[config.mk]
export PLATFORM = sky130hd
export DESIGN_NAME = rx_frame_gate
export DESIGN_NICKNAME = d
export VERILOG_FILES = /design/src/rtl/rx_frame_gate.sv
export SDC_FILE = /design/constraint.sdc
export NUM_CORES = 1
export LEC_CHECK = 0
export CELL_PAD_IN_SITES_DETAIL_PLACEMENT = 2
export CELL_PAD_IN_SITES_GLOBAL_PLACEMENT = 2
export CORE_MARGIN = 4
export CORE_UTILIZATION = 32
export CTS_BUF_LIST = sky130_fd_sc_hd__clkbuf_2
export DETAILED_ROUTE_END_ITERATION = 8
export GPL_ROUTABILITY_DRIVEN = 1
export MAX_ROUTING_LAYER = met4
export PLACE_DENSITY_LB_ADDON = 0.2
export REMOVE_ABC_BUFFERS = 1
export SYNTH_ARGS = -nofsm -noshare
export SYNTH_HDL_FRONTEND = slang
export SYNTH_SLANG_ARGS = --single-unit
[constraint.sdc]
create_clock -name adc_clk -period 2.2 [get_ports adc_clk]
set_input_delay 0.44 -clock adc_clk [delete_from_list [all_inputs] [get_ports adc_clk]]
set_output_delay 0.44 -clock adc_clk [all_outputs]
set_load 0.01 [all_outputs]
[src/rtl/rx_frame_gate.sv]
// rx_frame_gate: admits or drops DDC frame events by buffer occupancy, starts the
// frame writer, tracks committed unread frames and aborts a stalled writer.
`default_nettype none

module rx_frame_gate #(
    parameter int DEPTH_FRAMES = 8,
    parameter int OCC_W        = 4,
    parameter int WD_CYCLES    = 4096,
    parameter int CNT_W        = 16
) (
    input  logic             adc_clk,
    input  logic             reset,
    input  logic             enable,
    input  logic             frame_req,
    input  logic             frame_wr_done,
    input  logic             frame_rd_done,
    input  logic             clear_stats,
    output logic             frame_go,
    output logic             abort,
    output logic             busy,
    output logic [OCC_W-1:0] occupancy,
    output logic             full,
    output logic [CNT_W-1:0] overrun_cnt,
    output logic [CNT_W-1:0] frame_seq,
    output logic [2:0]       err_sticky
);

    localparam int WD_W = (WD_CYCLES > 2) ? $clog2(WD_CYCLES) : 1;
    localparam logic [WD_W-1:0]  c_wd_load = WD_W'(WD_CYCLES - 1);
    localparam logic [OCC_W-1:0] c_depth   = OCC_W'(DEPTH_FRAMES);

    typedef enum logic {
        ST_IDLE = 1'b0,
        ST_BUSY = 1'b1
    } state_t;

    state_t           r_state, w_state_n;
    logic [WD_W-1:0]  r_wd, w_wd_n;
    logic             r_go, w_go_n;
    logic             r_abort, w_abort_n;
    logic [OCC_W-1:0] r_occ, w_occ_n;
    logic             r_full, w_full_n;
    logic [CNT_W-1:0] r_ovr, w_ovr_n;
    logic [CNT_W-1:0] r_seq, w_seq_n;
    logic [2:0]       r_err, w_err_n;

    logic             w_req;
    logic             w_commit;
    logic             w_drop;
    logic             w_rd_ok;
    logic [2:0]       w_err_new;

    assign w_req = frame_req & enable;

    always_comb begin
        w_state_n = r_state;
        w_wd_n    = r_wd;
        w_go_n    = 1'b0;
        w_abort_n = 1'b0;
        w_commit  = 1'b0;
        w_drop    = 1'b0;
        w_err_new = 3'b000;

        case (r_state)
            ST_IDLE: begin
                if (frame_wr_done) begin
                    w_err_new[2] = 1'b1;
                end
                if (w_req) begin
                    if (r_occ < c_depth) begin
                        w_go_n    = 1'b1;
                        w_state_n = ST_BUSY;
                        w_wd_n    = c_wd_load;
                    end else begin
                        w_drop = 1'b1;
                    end
                end
            end
            ST_BUSY: begin
                if (w_req) begin
                    w_drop = 1'b1;
                end
                // A commit on the expiry cycle takes priority over the abort.
                if (frame_wr_done) begin
                    w_commit  = 1'b1;
                    w_state_n = ST_IDLE;
                end else if (r_wd == '0) begin
                    w_abort_n    = 1'b1;
                    w_err_new[0] = 1'b1;
                    w_state_n    = ST_IDLE;
                end else begin
                    w_wd_n = r_wd - 1'b1;
                end
            end
            default: w_state_n = ST_IDLE;
        endcase

        w_rd_ok = frame_rd_done & (r_occ != '0);
        if (frame_rd_done && (r_occ == '0)) begin
            w_err_new[1] = 1'b1;
        end

        w_occ_n = r_occ;
        if (w_commit && !w_rd_ok) begin
            w_occ_n = r_occ + 1'b1;
        end else if (!w_commit && w_rd_ok) begin
            w_occ_n = r_occ - 1'b1;
        end
        w_full_n = (w_occ_n == c_depth);

        w_seq_n = w_commit ? (r_seq + 1'b1) : r_seq;

        w_ovr_n = clear_stats ? '0 : r_ovr;
        if (w_drop) begin
            if (clear_stats) begin
                w_ovr_n = CNT_W'(1);
            end else if (r_ovr != '1) begin
                w_ovr_n = r_ovr + 1'b1;
            end
        end

        w_err_n = (clear_stats ? 3'b000 : r_err) | w_err_new;
    end

    always_ff @(posedge adc_clk) begin
        if (reset) begin
            r_state <= ST_IDLE;
            r_wd    <= '0;
            r_go    <= 1'b0;
            r_abort <= 1'b0;
            r_occ   <= '0;
            r_full  <= 1'b0;
            r_ovr   <= '0;
            r_seq   <= '0;
            r_err   <= 3'b000;
        end else begin
            r_state <= w_state_n;
            r_wd    <= w_wd_n;
            r_go    <= w_go_n;
            r_abort <= w_abort_n;
            r_occ   <= w_occ_n;
            r_full  <= w_full_n;
            r_ovr   <= w_ovr_n;
            r_seq   <= w_seq_n;
            r_err   <= w_err_n;
        end
    end

    assign frame_go    = r_go;
    assign abort       = r_abort;
    assign busy        = (r_state == ST_BUSY);
    assign occupancy   = r_occ;
    assign full        = r_full;
    assign overrun_cnt = r_ovr;
    assign frame_seq   = r_seq;
    assign err_sticky  = r_err;

endmodule

`default_nettype wire

==> impl_metrics.yaml <==
run_status:
  status: "finished, final reports clean"
global_route:
  track_usage_pct: 15.8
  antenna_found_initial: 0
  grt_pass1_wl_um: 12500
  grt_pass1_vias: 2557
  grt_use_met2_pct: 26.1
  grt_start_max_net_pins: 41
  grt_use_met3_pct: 3.26
  use_met1_pct: 19.9
  top_usage_layer: "met2"
  overflow: 0
layout:
  multi_input_area_mm2: 0.00146
  layout.cells.non_filler: 464
  postLayoutCoreUtil_pct: 42.8
  fin_nets: 374
  syn2layout_area_growth_pct: 27.9
  antenna_cells: 0
  drive_gt1_share_pct: 11.3
  nFillCells: 890
  regArea_mm2: 0.00110
worst_setup_path:
  crit_type: "register to primary output"
  timing.rr.start: "overrun_cnt[0]"
  rrSetupSlack_ns: 0.18
  path_cells: "clkdlybuf4s50_1"
  startpoint: "overrun_cnt[9]"
  cpPeakStageDelay_ns: 0.60
  crit_end: "overrun_cnt[9]"
  worst_ep_required_time_ns: 1.76
  arrival_ns: 1.60
  reg2reg_to: "overrun_cnt[5]"
  cpLargestDelayFamily: "buffers and inverters"
  end_kind: "primary output"
  crit_slowest_cell: "clkdlybuf4s50_1"
  r2r_cells: 7
  path_buf_inv: 1
  worstPathMaxFanout: 8
  cp-start-kind: "register"
  worst-path-stages: 1
synthesis:
  yosysUniqueCellTypes: 56
  netlist.area_leader.share_pct: 41.9
  synth-seq-cells: 55
  avgSynthCellArea_um2: 8.75
  yosysMostFrequentCell: "dfxtp_1"
  async_reset_ff_share_pct: 0
  ys_top_cells_by_count: "dfxtp_1 (55), nor2_1 (45), nand2_1 (21), nand3_1 (19)"
  netlist.top_cell.by_area: "dfxtp_1"
  syn-cell-area_mm2: 0.00263
  synth_flop_cell: "dfxtp_1"
  synth_area_leaders: "dfxtp_1 (42%), nor2_1 (6.4%), xnor2_1 (5.3%), xor2_1 (5.3%), nand3_1 (3.6%)"
  synthCells: 300
  synth_edf_count: 0
  ys_seq_area_share_pct: 41.9
  ys.warnings.count: 0
floorplan:
  std_cell_rows: 32
  initial_core_util_pct: 33.5
  die-area_mm2: 0.00972
  io-pin-count: 50
  die_h_um: 98.6
  coreArea_mm2: 0.00785
  die_w_um: 98.6
route:
  route.detailed.drc: 0
  drt-total-wl_um: 7200
  drt_iter0_markers: 51
  vias: 2391
  dr.pass1.iters: 4
  drt-wirelength-per-cell_um: 15.5
  via_per_inst: 5.15
  ant_nets: 0
pwr:
  leakage_nw: 1.15
  seqPwrFrac_pct: 52.9
  power_density_mw_per_mm2: 653
  switching_share_pct: 33.7
  p_comb_share_pct: 27.9
  intPower_mw: 1.45
  p_switching_mw: 0.738
  p_clk_share_pct: 19.1
  vdd_ir_drop_max_v: 0.000391
  power_mw: 2.19
sta:
  grt_setup_unrepaired: "no"
  setup_viol: 0
  skew_ns: 0.0211
  final-hold-violation-count: 0
  finalCritPeriodShare_pct: 92.9
  period_needed_ns: 2.04
  setup_tns_ns: 0
  slew_violations: 0
  max_freq_mhz: 490
  slew-limit-headroom_pct: 63.4
  worstMarginPinSlew_ns: 0.544
placement:
  placedCellCount: 456
  io_buffers: 49
  gp_congestion: 0.789
  place_hpwl_um: 5410
clocking:
  clk_pin_slew_ns: 0.28
  cts_sinks: 55
  clk_latency_ns: 0.46
  clk_path_buf_depth: 2
  clockRootBuffer: "clkbuf_2"
  ctsHoldBuffers: 0
  numCtsBuffers: 5
  ctsHtreeMaxLevel: 2
  cts_tree: "yes"
hold_path:
  holdCritPathClass: "register to register"
flow_run:
  cap_violations: 0
[worst min-delay path by stage]
stage	to	cells past startpoint	from	slack, ns
3_3_place_gp	r_wd[6]	2	r_wd[6]	0.46
6_report	r_wd[6]	2	r_wd[6]	0.49
2_1_floorplan	r_wd[6]	2	r_wd[6]	0.43
3_5_place_dp	r_wd[6]	2	r_wd[6]	0.47
5_1_grt	err_sticky[0]	2	err_sticky[0]	0.55
4_1_cts	r_wd[6]	2	r_wd[6]	0.50
[layer usage]
layer,vias to the layer above,wire length (um)
met1,1174,3530
met5,-,0
li1,1178,-
met2,31,3390
met3,8,193
met4,0,78
[logic make-up (layout without fill, tap and decap cells)]
group,count (synthesis),in the layout,share of synthesized area [%]
xor+xnor,32,32,10.7
fa+ha+maj,6,6,2.86
compound gates,44,44,12.1
simple gates,144,144,29.1
flops,55,55,41.9
buf+inv,17,79,2.57
mux,2,2,0.763
[registers in the layout, indices dropped and copies added (netlist names)]
| register | flops |
|---|---|
| full | 1 |
| overrun_cnt | 16 |
| abort | 1 |
| r_wd | 12 |
| frame_seq | 16 |
| occupancy | 4 |
| frame_go | 1 |
| err_sticky | 3 |
| busy | 1 |
[layout make-up]
type                       instances  area share, %
sequential                        55           32.8
timing repair buffer              63           17.7
clock inverter                     3          0.596
tap                              102           3.80
clock buffer                       5          0.745
multi-input combinational        228           43.4
inverter                           8          0.895
[through the flow]
step,instance area (um2),setup slack [ns],hold WS [ns]
5_1_grt,3360,0.0223,0.550
2_1_floorplan,2590,0.374,0.433
3_5_place_dp,3310,-0.0319,0.467
6_report,3360,0.157,0.494
3_3_place_gp,3310,0.0474,0.461
4_1_cts,3360,0.0350,0.498
[power by group through the flow]
stage          combinational, mW  clock [mW]  sequential (mW)
3_3_place_gp               0.602           0             1.18
6_report                   0.612       0.420             1.16
4_1_cts                    0.621       0.447             1.16
3_5_place_dp               0.617           0             1.18
5_1_grt                    0.684       0.487             1.18
2_1_floorplan              0.379           0             1.18
[placed cells by master (no fill, tap or decap), types with 5 or more instances in the layout]
| cell | instances |
|---|---|
| dfxtp_1 | 54 |
| clkdlybuf4s50_1 | 49 |
| nor2_1 | 45 |
| nand2_1 | 21 |
| nand3_1 | 19 |
| xor2_1 | 16 |
| xnor2_1 | 16 |
| buf_4 | 14 |
| nor3_1 | 13 |
| a21oi_1 | 13 |
| inv_1 | 8 |
| nand4_1 | 7 |
| and3_1 | 6 |
| ha_1 | 6 |
| clkbuf_2 | 5 |
[timing repair]
item	CTS	global route
setup endpoints to repair	0	1
resized for setup	0	1
buffers inserted	0	0
Power figures use the tool's default switching activity.
